[config.mk]
export PLATFORM = sky130hd
export DESIGN_NAME = inst_fetch_unit_flat
export DESIGN_NICKNAME = d
export VERILOG_FILES = /design/src/rtl/inst_fetch_unit_if.sv /design/src/rtl/inst_fetch_unit.sv /design/src/flat_wrapper.sv
export SDC_FILE = /design/constraint.sdc
export NUM_CORES = 1
export LEC_CHECK = 0
export ABC_CLOCK_PERIOD_IN_PS = 3790
export BUFFER_PORTS_ARGS = -buffer_cell sky130_fd_sc_hd__buf_2
export CAP_MARGIN = 20
export CORE_MARGIN = 2
export CORE_UTILIZATION = 36
export DETAILED_ROUTE_END_ITERATION = 16
export PLACE_DENSITY = 0.67
export REMOVE_ABC_BUFFERS = 1
export SYNTH_ARGS = -nofsm -noshare
export SYNTH_HDL_FRONTEND = slang
export SYNTH_SLANG_ARGS = --single-unit
[constraint.sdc]
create_clock -name clk -period 3.79 [get_ports clk]
set_input_delay 0.1895 -clock clk [delete_from_list [all_inputs] [get_ports clk]]
set_output_delay 0.1895 -clock clk [all_outputs]
set_load 0.02 [all_outputs]
[src/rtl/inst_fetch_unit_if.sv]
// ============================================================================
// Module   : inst_fetch_unit_if
// Brief    : Instruction-memory, redirect and decode-side signal bundle.
// Revision : 1.0
// ============================================================================
`default_nettype none

interface inst_fetch_unit_if;
  logic        imem_req_valid;
  logic [31:0] imem_req_addr;
  logic        imem_req_ready;
  logic        imem_rsp_valid;
  logic [31:0] imem_rsp_data;
  logic        redirect_valid;
  logic [31:0] redirect_pc;
  logic        out_valid;
  logic        out_ready;
  logic [31:0] out_pc;
  logic [31:0] out_inst;
  logic [14:0] out_pattern;

  modport master (
    output imem_req_valid, imem_req_addr, out_valid, out_pc, out_inst, out_pattern,
    input  imem_req_ready, imem_rsp_valid, imem_rsp_data, redirect_valid, redirect_pc, out_ready
  );

  modport slave (
    input  imem_req_valid, imem_req_addr, out_valid, out_pc, out_inst, out_pattern,
    output imem_req_ready, imem_rsp_valid, imem_rsp_data, redirect_valid, redirect_pc, out_ready
  );
endinterface

`default_nettype wire

[src/rtl/inst_fetch_unit.sv]
// ============================================================================
// Module   : inst_fetch_unit
// Brief    : Single-outstanding instruction fetcher with redirect and output FIFO.
// Revision : 1.0
// ============================================================================
`default_nettype none

module inst_fetch_unit #(
  parameter logic [31:0] RESET_PC   = 32'h8000_0000,
  parameter int          FIFO_DEPTH = 2
) (
  input  wire logic           clk,
  input  wire logic           rst_n,
  inst_fetch_unit_if.master   bus
);

  localparam int PTR_W = $clog2(FIFO_DEPTH);
  localparam int CNT_W = PTR_W + 1;
  localparam logic [CNT_W-1:0] C_DEPTH = CNT_W'(FIFO_DEPTH);

  typedef enum logic [1:0] {
    S_REQ  = 2'd0,
    S_WAIT = 2'd1,
    S_DROP = 2'd2
  } state_t;

  state_t           r_state;
  state_t           w_state_nxt;
  logic [31:0]      r_fetch_pc;
  logic [31:0]      r_req_pc;
  logic [31:0]      r_fifo_pc   [FIFO_DEPTH];
  logic [31:0]      r_fifo_inst [FIFO_DEPTH];
  logic [PTR_W-1:0] r_wr_ptr;
  logic [PTR_W-1:0] r_rd_ptr;
  logic [CNT_W-1:0] r_count;

  logic        w_redirect;
  logic        w_req_valid;
  logic        w_req_fire;
  logic        w_out_valid;
  logic        w_push;
  logic        w_pop;
  logic [31:0] w_head_pc;
  logic [31:0] w_head_inst;
  logic        w_unused;

  assign w_redirect  = bus.redirect_valid;
  // rst_n gates the request so it is low throughout reset, not only after the first edge
  assign w_req_valid = rst_n && (r_state == S_REQ) && !w_redirect && (r_count != C_DEPTH);
  assign w_req_fire  = w_req_valid && bus.imem_req_ready;
  assign w_out_valid = (r_count != '0);
  assign w_push      = (r_state == S_WAIT) && bus.imem_rsp_valid && !w_redirect;
  assign w_pop       = w_out_valid && bus.out_ready && !w_redirect;
  assign w_head_pc   = r_fifo_pc[r_rd_ptr];
  assign w_head_inst = r_fifo_inst[r_rd_ptr];
  assign w_unused    = &{1'b0, bus.redirect_pc[1:0]};

  assign bus.imem_req_valid = w_req_valid;
  assign bus.imem_req_addr  = r_fetch_pc;
  assign bus.out_valid      = w_out_valid;
  assign bus.out_pc         = w_out_valid ? w_head_pc   : 32'd0;
  assign bus.out_inst       = w_out_valid ? w_head_inst : 32'd0;
  assign bus.out_pattern    = w_out_valid ? {w_head_inst[31:25], w_head_inst[14:12], w_head_inst[6:2]}
                                          : 15'd0;

  always_comb begin
    w_state_nxt = r_state;
    case (r_state)
      S_REQ:   if (w_req_fire) w_state_nxt = S_WAIT;
      // A response coinciding with a redirect still retires the request; it is just not pushed
      S_WAIT:  if (bus.imem_rsp_valid) w_state_nxt = S_REQ;
               else if (w_redirect)    w_state_nxt = S_DROP;
      S_DROP:  if (bus.imem_rsp_valid) w_state_nxt = S_REQ;
      default: w_state_nxt = S_REQ;
    endcase
  end

  always_ff @(posedge clk or negedge rst_n) begin
    if (!rst_n) begin
      r_state <= S_REQ;
    end else begin
      r_state <= w_state_nxt;
    end
  end

  always_ff @(posedge clk or negedge rst_n) begin
    if (!rst_n) begin
      r_fetch_pc <= RESET_PC;
      r_req_pc   <= 32'd0;
    end else begin
      if (w_redirect) begin
        r_fetch_pc <= {bus.redirect_pc[31:2], 2'b00};
      end else if (w_req_fire) begin
        r_fetch_pc <= r_fetch_pc + 32'd4;
      end
      if (w_req_fire) begin
        r_req_pc <= r_fetch_pc;
      end
    end
  end

  always_ff @(posedge clk or negedge rst_n) begin
    if (!rst_n) begin
      r_wr_ptr <= '0;
      r_rd_ptr <= '0;
      r_count  <= '0;
      for (int i = 0; i < FIFO_DEPTH; i++) begin
        r_fifo_pc[i]   <= 32'd0;
        r_fifo_inst[i] <= 32'd0;
      end
    end else if (w_redirect) begin
      r_wr_ptr <= '0;
      r_rd_ptr <= '0;
      r_count  <= '0;
    end else begin
      if (w_push) begin
        r_fifo_pc[r_wr_ptr]   <= r_req_pc;
        r_fifo_inst[r_wr_ptr] <= bus.imem_rsp_data;
        r_wr_ptr              <= r_wr_ptr + PTR_W'(1);
      end
      if (w_pop) begin
        r_rd_ptr <= r_rd_ptr + PTR_W'(1);
      end
      case ({w_push, w_pop})
        2'b10:   r_count <= r_count + CNT_W'(1);
        2'b01:   r_count <= r_count - CNT_W'(1);
        default: r_count <= r_count;
      endcase
    end
  end

endmodule

`default_nettype wire

[src/flat_wrapper.sv]
// flat-port wrapper written by rule: the top's interface ports become plain ports
module inst_fetch_unit_flat 
#(
  parameter logic [31:0] RESET_PC   = 32'h8000_0000,
  parameter int          FIFO_DEPTH = 2
)
  (clk, rst_n, bus_imem_req_valid, bus_imem_req_addr, bus_out_valid, bus_out_pc, bus_out_inst, bus_out_pattern, bus_imem_req_ready, bus_imem_rsp_valid, bus_imem_rsp_data, bus_redirect_valid, bus_redirect_pc, bus_out_ready);
  inst_fetch_unit_if bus_i ();
  input  wire logic clk;
  input  wire logic rst_n;
  output wire logic [$bits(bus_i.imem_req_valid)-1:0] bus_imem_req_valid;
  output wire logic [$bits(bus_i.imem_req_addr)-1:0] bus_imem_req_addr;
  output wire logic [$bits(bus_i.out_valid)-1:0] bus_out_valid;
  output wire logic [$bits(bus_i.out_pc)-1:0] bus_out_pc;
  output wire logic [$bits(bus_i.out_inst)-1:0] bus_out_inst;
  output wire logic [$bits(bus_i.out_pattern)-1:0] bus_out_pattern;
  input wire logic [$bits(bus_i.imem_req_ready)-1:0] bus_imem_req_ready;
  input wire logic [$bits(bus_i.imem_rsp_valid)-1:0] bus_imem_rsp_valid;
  input wire logic [$bits(bus_i.imem_rsp_data)-1:0] bus_imem_rsp_data;
  input wire logic [$bits(bus_i.redirect_valid)-1:0] bus_redirect_valid;
  input wire logic [$bits(bus_i.redirect_pc)-1:0] bus_redirect_pc;
  input wire logic [$bits(bus_i.out_ready)-1:0] bus_out_ready;
  assign bus_imem_req_valid = bus_i.imem_req_valid;
  assign bus_imem_req_addr = bus_i.imem_req_addr;
  assign bus_out_valid = bus_i.out_valid;
  assign bus_out_pc = bus_i.out_pc;
  assign bus_out_inst = bus_i.out_inst;
  assign bus_out_pattern = bus_i.out_pattern;
  assign bus_i.imem_req_ready = bus_imem_req_ready;
  assign bus_i.imem_rsp_valid = bus_imem_rsp_valid;
  assign bus_i.imem_rsp_data = bus_imem_rsp_data;
  assign bus_i.redirect_valid = bus_redirect_valid;
  assign bus_i.redirect_pc = bus_redirect_pc;
  assign bus_i.out_ready = bus_out_ready;
  inst_fetch_unit #(.RESET_PC(RESET_PC), .FIFO_DEPTH(FIFO_DEPTH)) u_core (.clk(clk), .rst_n(rst_n), .bus(bus_i));
endmodule
; Yosys cells after proc, flatten, opt, wreduce, memory -nomap -nowiden
; Cells that the tools add are included.
[classes]
n_addsub = 5
magnitude_cmp = 3
bitwise = 3
n_div = 0
n_mul = 0
n_eq_ne = 8
mux = 26
reduce_logical = 18
shift = 0
[ops]
columns = cell, n
row1 = $mux W32, 11
row2 = $bwmux W64, 2
row3 = $add A32 B3 Y32 const B, 1
row4 = $demux W32 S1, 1
row5 = $mux W15, 1
row6 = $mux W2, 5
row7 = $logic_and A1 B1 Y1, 9
row8 = $reduce_bool A2 Y1, 4
row9 = $pmux W2 S3, 1
row10 = $eq A2 B1 Y1 const B, 2
row11 = $eq A2 B2 Y1 const B, 2
row12 = $ge A2 B2 Y1 const B, 2
row13 = $mux W1, 4
row14 = $ne A2 B2 Y1 const B, 2
row15 = $not A1 Y2, 2
row16 = $pmux W2 S2, 1
row17 = $ne A3 B3 Y1 const B, 1
row18 = $reduce_and A3 Y1, 1
row19 = $reduce_bool A3 Y1, 1
row20 = $add A1 B1 Y1 const B, 2
row21 = $add A2 B1 Y2 const B, 1
row22 = $logic_not A2 Y1, 1
row23 = $lt A2 B1 Y1 const B, 1
row24 = $ne A2 B1 Y1 const B, 1
row25 = 4 further kinds, 4
[word_totals]
in_bits = 70
mem_bits_ro = 0
n_memories = 0
ff_bits = 198
ram_bits = 0
latch_bits = 0

; Logic depth before layout (Yosys ltp)
[logic_depth]
word_depth = 7
mapped_depth = 7

; Worst setup path before layout
; OpenSTA, ideal clock, no wires.
[synth_path]
kind = reg-to-reg
startpoint = reg u_core.r_fetch_pc[8], in the netlist u_core.bus.imem_req_addr[8]
endpoint = reg u_core.r_fetch_pc[27], in the netlist u_core.bus.imem_req_addr[27]
synth_period_minus_slack_ps = 1855
path_slack_ps = 1935
setup_time_ps = 126
path_buffers = 1
stages_incl_launch_ff = 7
t_arrival_ps = 1730
cell_sequence = dfrtp_1 > clkbuf_2 > nand4_4 > nor4_1 > nand4_1 > mux2i_1 > a221o_1
[synth_between]
elab_chain_cells = 3
[synth_lines]
columns = item, line_no
row1 = from (decl), inst_fetch_unit.sv:29  ; logic [31:0] r_fetch_pc;
row2 = from (signal assigned), inst_fetch_unit.sv:92  ; r_fetch_pc <= {bus.redirect_pc[31:2], 2'b00};
row3 = from (signal assigned), inst_fetch_unit.sv:94  ; r_fetch_pc <= r_fetch_pc + 32'd4;
row4 = $add A32 B3 Y32, inst_fetch_unit.sv:94
row5 = $mux W32, inst_fetch_unit.sv:93  ; end else if (w_req_fire) begin
row6 = $mux W32, inst_fetch_unit.sv:91  ; if (w_redirect) begin
; Every way passes these cells. The select of a mux whose other input is x is not followed.
; A chain may end at the register's enable or synchronous reset.

; Final worst setup path
[layout_path]
startpoint = reg u_core.r_rd_ptr
endpoint = out bus_out_pattern[14]
[layout_between]
elab_chain_cells = 5
[layout_lines]
columns = item, line_no
row1 = from (decl), inst_fetch_unit.sv:34  ; logic [PTR_W-1:0] r_rd_ptr;
row2 = from (signal assigned), inst_fetch_unit.sv:122  ; r_rd_ptr <= r_rd_ptr + PTR_W'(1);
row3 = $not A1 Y2 (not written as such), inst_fetch_unit.sv:55  ; assign w_head_inst = r_fifo_inst[r_rd_ptr];
row4 = $mux W32 (not written as such) (3 in series), inst_fetch_unit.sv:55
row5 = $mux W15, inst_fetch_unit.sv:63  ; assign bus.out_pattern = w_out_valid ? {w_head_inst[31:25], w_head_inst[14:12], w_head_inst[6:2]}
row6 = to (decl), flat_wrapper.sv:16  ; output wire logic [$bits(bus_i.out_pattern)-1:0] bus_out_pattern;
; Every way passes these cells. The select of a mux whose other input is x is not followed.

==> impl_metrics.env <==
export IMPL_final_cell_mix="188 x dfrtp_1, 175 x buf_2, 124 x nand2_1"
export IMPL_cts_sinks=190
export IMPL_diodes=0
export IMPL_htree_levels=4
export IMPL_grt_pass1_vias=6516
export IMPL_final_common_cell="dfrtp_1"
export IMPL_die_w_um=161
export IMPL_clock_tree_root_cell="clkbuf_16"
export IMPL_tightestPinTransition_ns=0.888
export IMPL_numCtsBuffers=17
export IMPL_slew_headroom_pct=40.8
export IMPL_avgSynthCellArea_um2=11.4
export IMPL_place_congestion=0.766
export IMPL_io_pins=183
export IMPL_gr_usage_met1_pct=24.0
export IMPL_start_kind="flip-flop"
export IMPL_power_density_nw_per_um2=485
export IMPL_routed_wl_mm=22.1
export IMPL_netlist_instances=783
export IMPL_grt_total_usage_pct=17.4
export IMPL_rrSetupSlack_ns=1.48
export IMPL_cts_buffer_depth=2
export IMPL_maxCapViolations=0
export IMPL_grt_max_degree=71
export IMPL_hold_buffers=53
export IMPL_port_buffers=176
export IMPL_synthArstFlopShare_pct=100
export IMPL_use_met3_pct=3.62
export IMPL_overflow=0
export IMPL_crit_required_ns=3.60
export IMPL_min_path_type="input pin to flip-flop"
export IMPL_rsz0062_at_grt="false"
export IMPL_hold_viol_final=0
export IMPL_fmax_mhz=406
export IMPL_clk_latency_ns=0.43
export IMPL_grt_pass1_wl_mm=35.6
export IMPL_ys_seq_elements=190
export IMPL_synth_cell_types=53
export IMPL_use_met2_pct=28.6
export IMPL_drive_gt1_share_pct=36.1
export IMPL_tns_ns=0
export IMPL_drv_slew=0
export IMPL_area_growth_pct=25.3
export IMPL_clock_skew_ns=0.0110
export IMPL_period_needed_ns=2.46
export IMPL_post_drt_wl_per_cell_um=16.7
export IMPL_critPathKind="flip-flop to output port"
export IMPL_start_util_pct=36.6
export IMPL_antenna_left=0
export IMPL_die_y_um=161
export IMPL_cp_max_fo=31
export IMPL_core_um2=24300
export IMPL_netlist_area_um2=8910
export IMPL_seq_area_frac_synth_pct=53.4
export IMPL_vias=6609
export IMPL_synth_edf_count=0
export IMPL_tritoncts="yes"
export IMPL_ir_worst_vdd_uv=259
export IMPL_p_leak_nw=5.34
export IMPL_dieArea_um2=26000
export IMPL_place_inst=1240
export IMPL_setup_viol_count_final=0
export IMPL_path_clk_slew_ns=0.08
export IMPL_cts_repair_resized=0
export IMPL_drc_errors=0
export IMPL_grt_busiest_layer="met2"
export IMPL_ys_warn_count=0
export IMPL_postCtsSetupBuffers=0
export IMPL_rows=57
export IMPL_place_area_um2=10000
export IMPL_vias_per_cell=4.99
export IMPL_cp_arrival_ns=2.27
export IMPL_status="completed"
export IMPL_drtIter0Drc=333
export IMPL_ys_flop_type="dfrtp_1"
export IMPL_end_kind="output port"
export IMPL_drt_pass1_iterations=5
export IMPL_finalCritPeriodShare_pct=64.9
export IMPL_finalNonFillerCells=1325
export IMPL_postLayoutCellArea_um2=11200
export IMPL_nNetsFinal=1059
export IMPL_antenna_found_initial=0
export IMPL_dp_hpwl_mm=14.3
==> state kept, by name (all words and copies together) (netlist names) <==
| name | count |
|---|---|
| u_core.r_count | 2 |
| u_core.r_state | 2 |
| u_core.r_rd_ptr | 1 |
| u_core.r_wr_ptr | 1 |
| u_core.r_fifo_pc | 60 |
| u_core.r_fifo_inst | 64 |
| u_core.r_req_pc | 30 |
| u_core.bus.imem_req_addr | 30 |
==> path summary, 6_finish.rpt <==
kind,to,from,depth (start not counted)
setup / recovery,bus_out_pattern[14],u_core.r_rd_ptr$_DFFE_PN0P_,4
min in group asynchronous,u_core.r_fifo_inst[38]$_DFFE_PN0P_,rst_n,3
max in group asynchronous,u_core.r_rd_ptr$_DFFE_PN0P_,rst_n,4
hold reg to reg,u_core.r_fifo_inst[40]$_DFFE_PN0P_,u_core.r_fifo_inst[40]$_DFFE_PN0P_,1
hold / removal,u_core.bus.imem_req_addr[25]$_DFFE_PN0P_,bus_redirect_pc[25],3
setup reg to reg,u_core.bus.imem_req_addr[28]$_DFFE_PN0P_,u_core.r_state[1]$_DFFE_PN0P_,6
==> cell families (layout without fill, tap and decap cells) <==
logic type,after synthesis,in the layout,share of synthesized area [%]
buffers and inverters,68,283,4.19
AO/OA/AOI/OAI,67,67,5.25
adder cells (fa/ha/maj),1,1,0.140
AND/OR/NAND/NOR,264,264,13.7
other,1,4,0.0421
multiplexers,188,188,22.9
flip-flops,190,190,53.4
XOR/XNOR,4,4,0.393
==> synthesized netlist by cell type, types with 3 or more instances <==
master	number	share of area (%)
a21oi_1	5	0.28
a221o_1	3	0.34
a22oi_1	4	0.34
a31oi_1	3	0.21
and2_1	3	0.21
and3_1	3	0.21
buf_2	21	1.2
buf_4	20	1.7
clkbuf_1	16	0.67
dfrtp_1	189	53
inv_1	7	0.29
mux2_1	4	0.51
mux2_2	119	15
mux2i_1	65	7.3
nand2_1	124	5.2
nand2b_1	5	0.35
nand3_1	15	0.84
nand4_1	10	0.70
nand4_4	3	0.72
nor2_1	79	3.3
nor2b_1	4	0.28
o211ai_1	14	1.2
o21ai_0	19	1.1
o311ai_0	9	0.88
o311ai_1	4	0.39
==> through the flow <==
| step | total power [mW] | setup slack [ns] | hold WS, ns | utilization (%) |
|---|---|---|---|---|
| 4_1_cts | 5.48 | 1.27 | 0.00568 | 45.9 |
| 6_report | 5.41 | 1.33 | 0.0165 | 45.9 |
| 3_5_place_dp | 3.52 | 1.50 | 0.401 | 41.2 |
| 5_1_grt | 5.71 | 1.18 | 0.0215 | 45.9 |
| 2_1_floorplan | 3.19 | 0.377 | -0.106 | - |
| 3_3_place_gp | 3.47 | 1.54 | 0.396 | 41.2 |
==> power breakdown <==
part | switching, mW | internal (mW) | leakage [nW] | total [mW]
sequential | 0.243 | 2.40 | 2.47 | 2.64
clock | 0.844 | 1.06 | 0.292 | 1.91
combinational | 0.423 | 0.448 | 2.58 | 0.870
==> worst max-delay path, cell delays in order, from the launching register on <==
cell and delay (ns):
dfrtp_4 0.83, buf_4 0.45, mux2i_1 0.24, nor2_1 0.07, buf_2 0.20
==> routing by layer <==
| metal | vias up | part of all wire, % |
|---|---|---|
| met4 | 0 | 0.52 |
| met1 | 3271 | 47 |
| li1 | 3136 | - |
| met2 | 195 | 48 |
| met3 | 7 | 5.2 |
| met5 | - | 0 |
==> layout make-up <==
| cell class | instances | area, um2 |
|---|---|---|
| clock buffers | 17 | 425 |
| clock inverters | 15 | 200 |
| fillers | 2267 | 13200 |
| inverters | 7 | 26.3 |
| multi-input cells | 528 | 3800 |
| flip-flops and latches | 190 | 4760 |
| well taps | 324 | 405 |
| repair buffers | 244 | 1550 |
(Power assumes the default switching activity.)
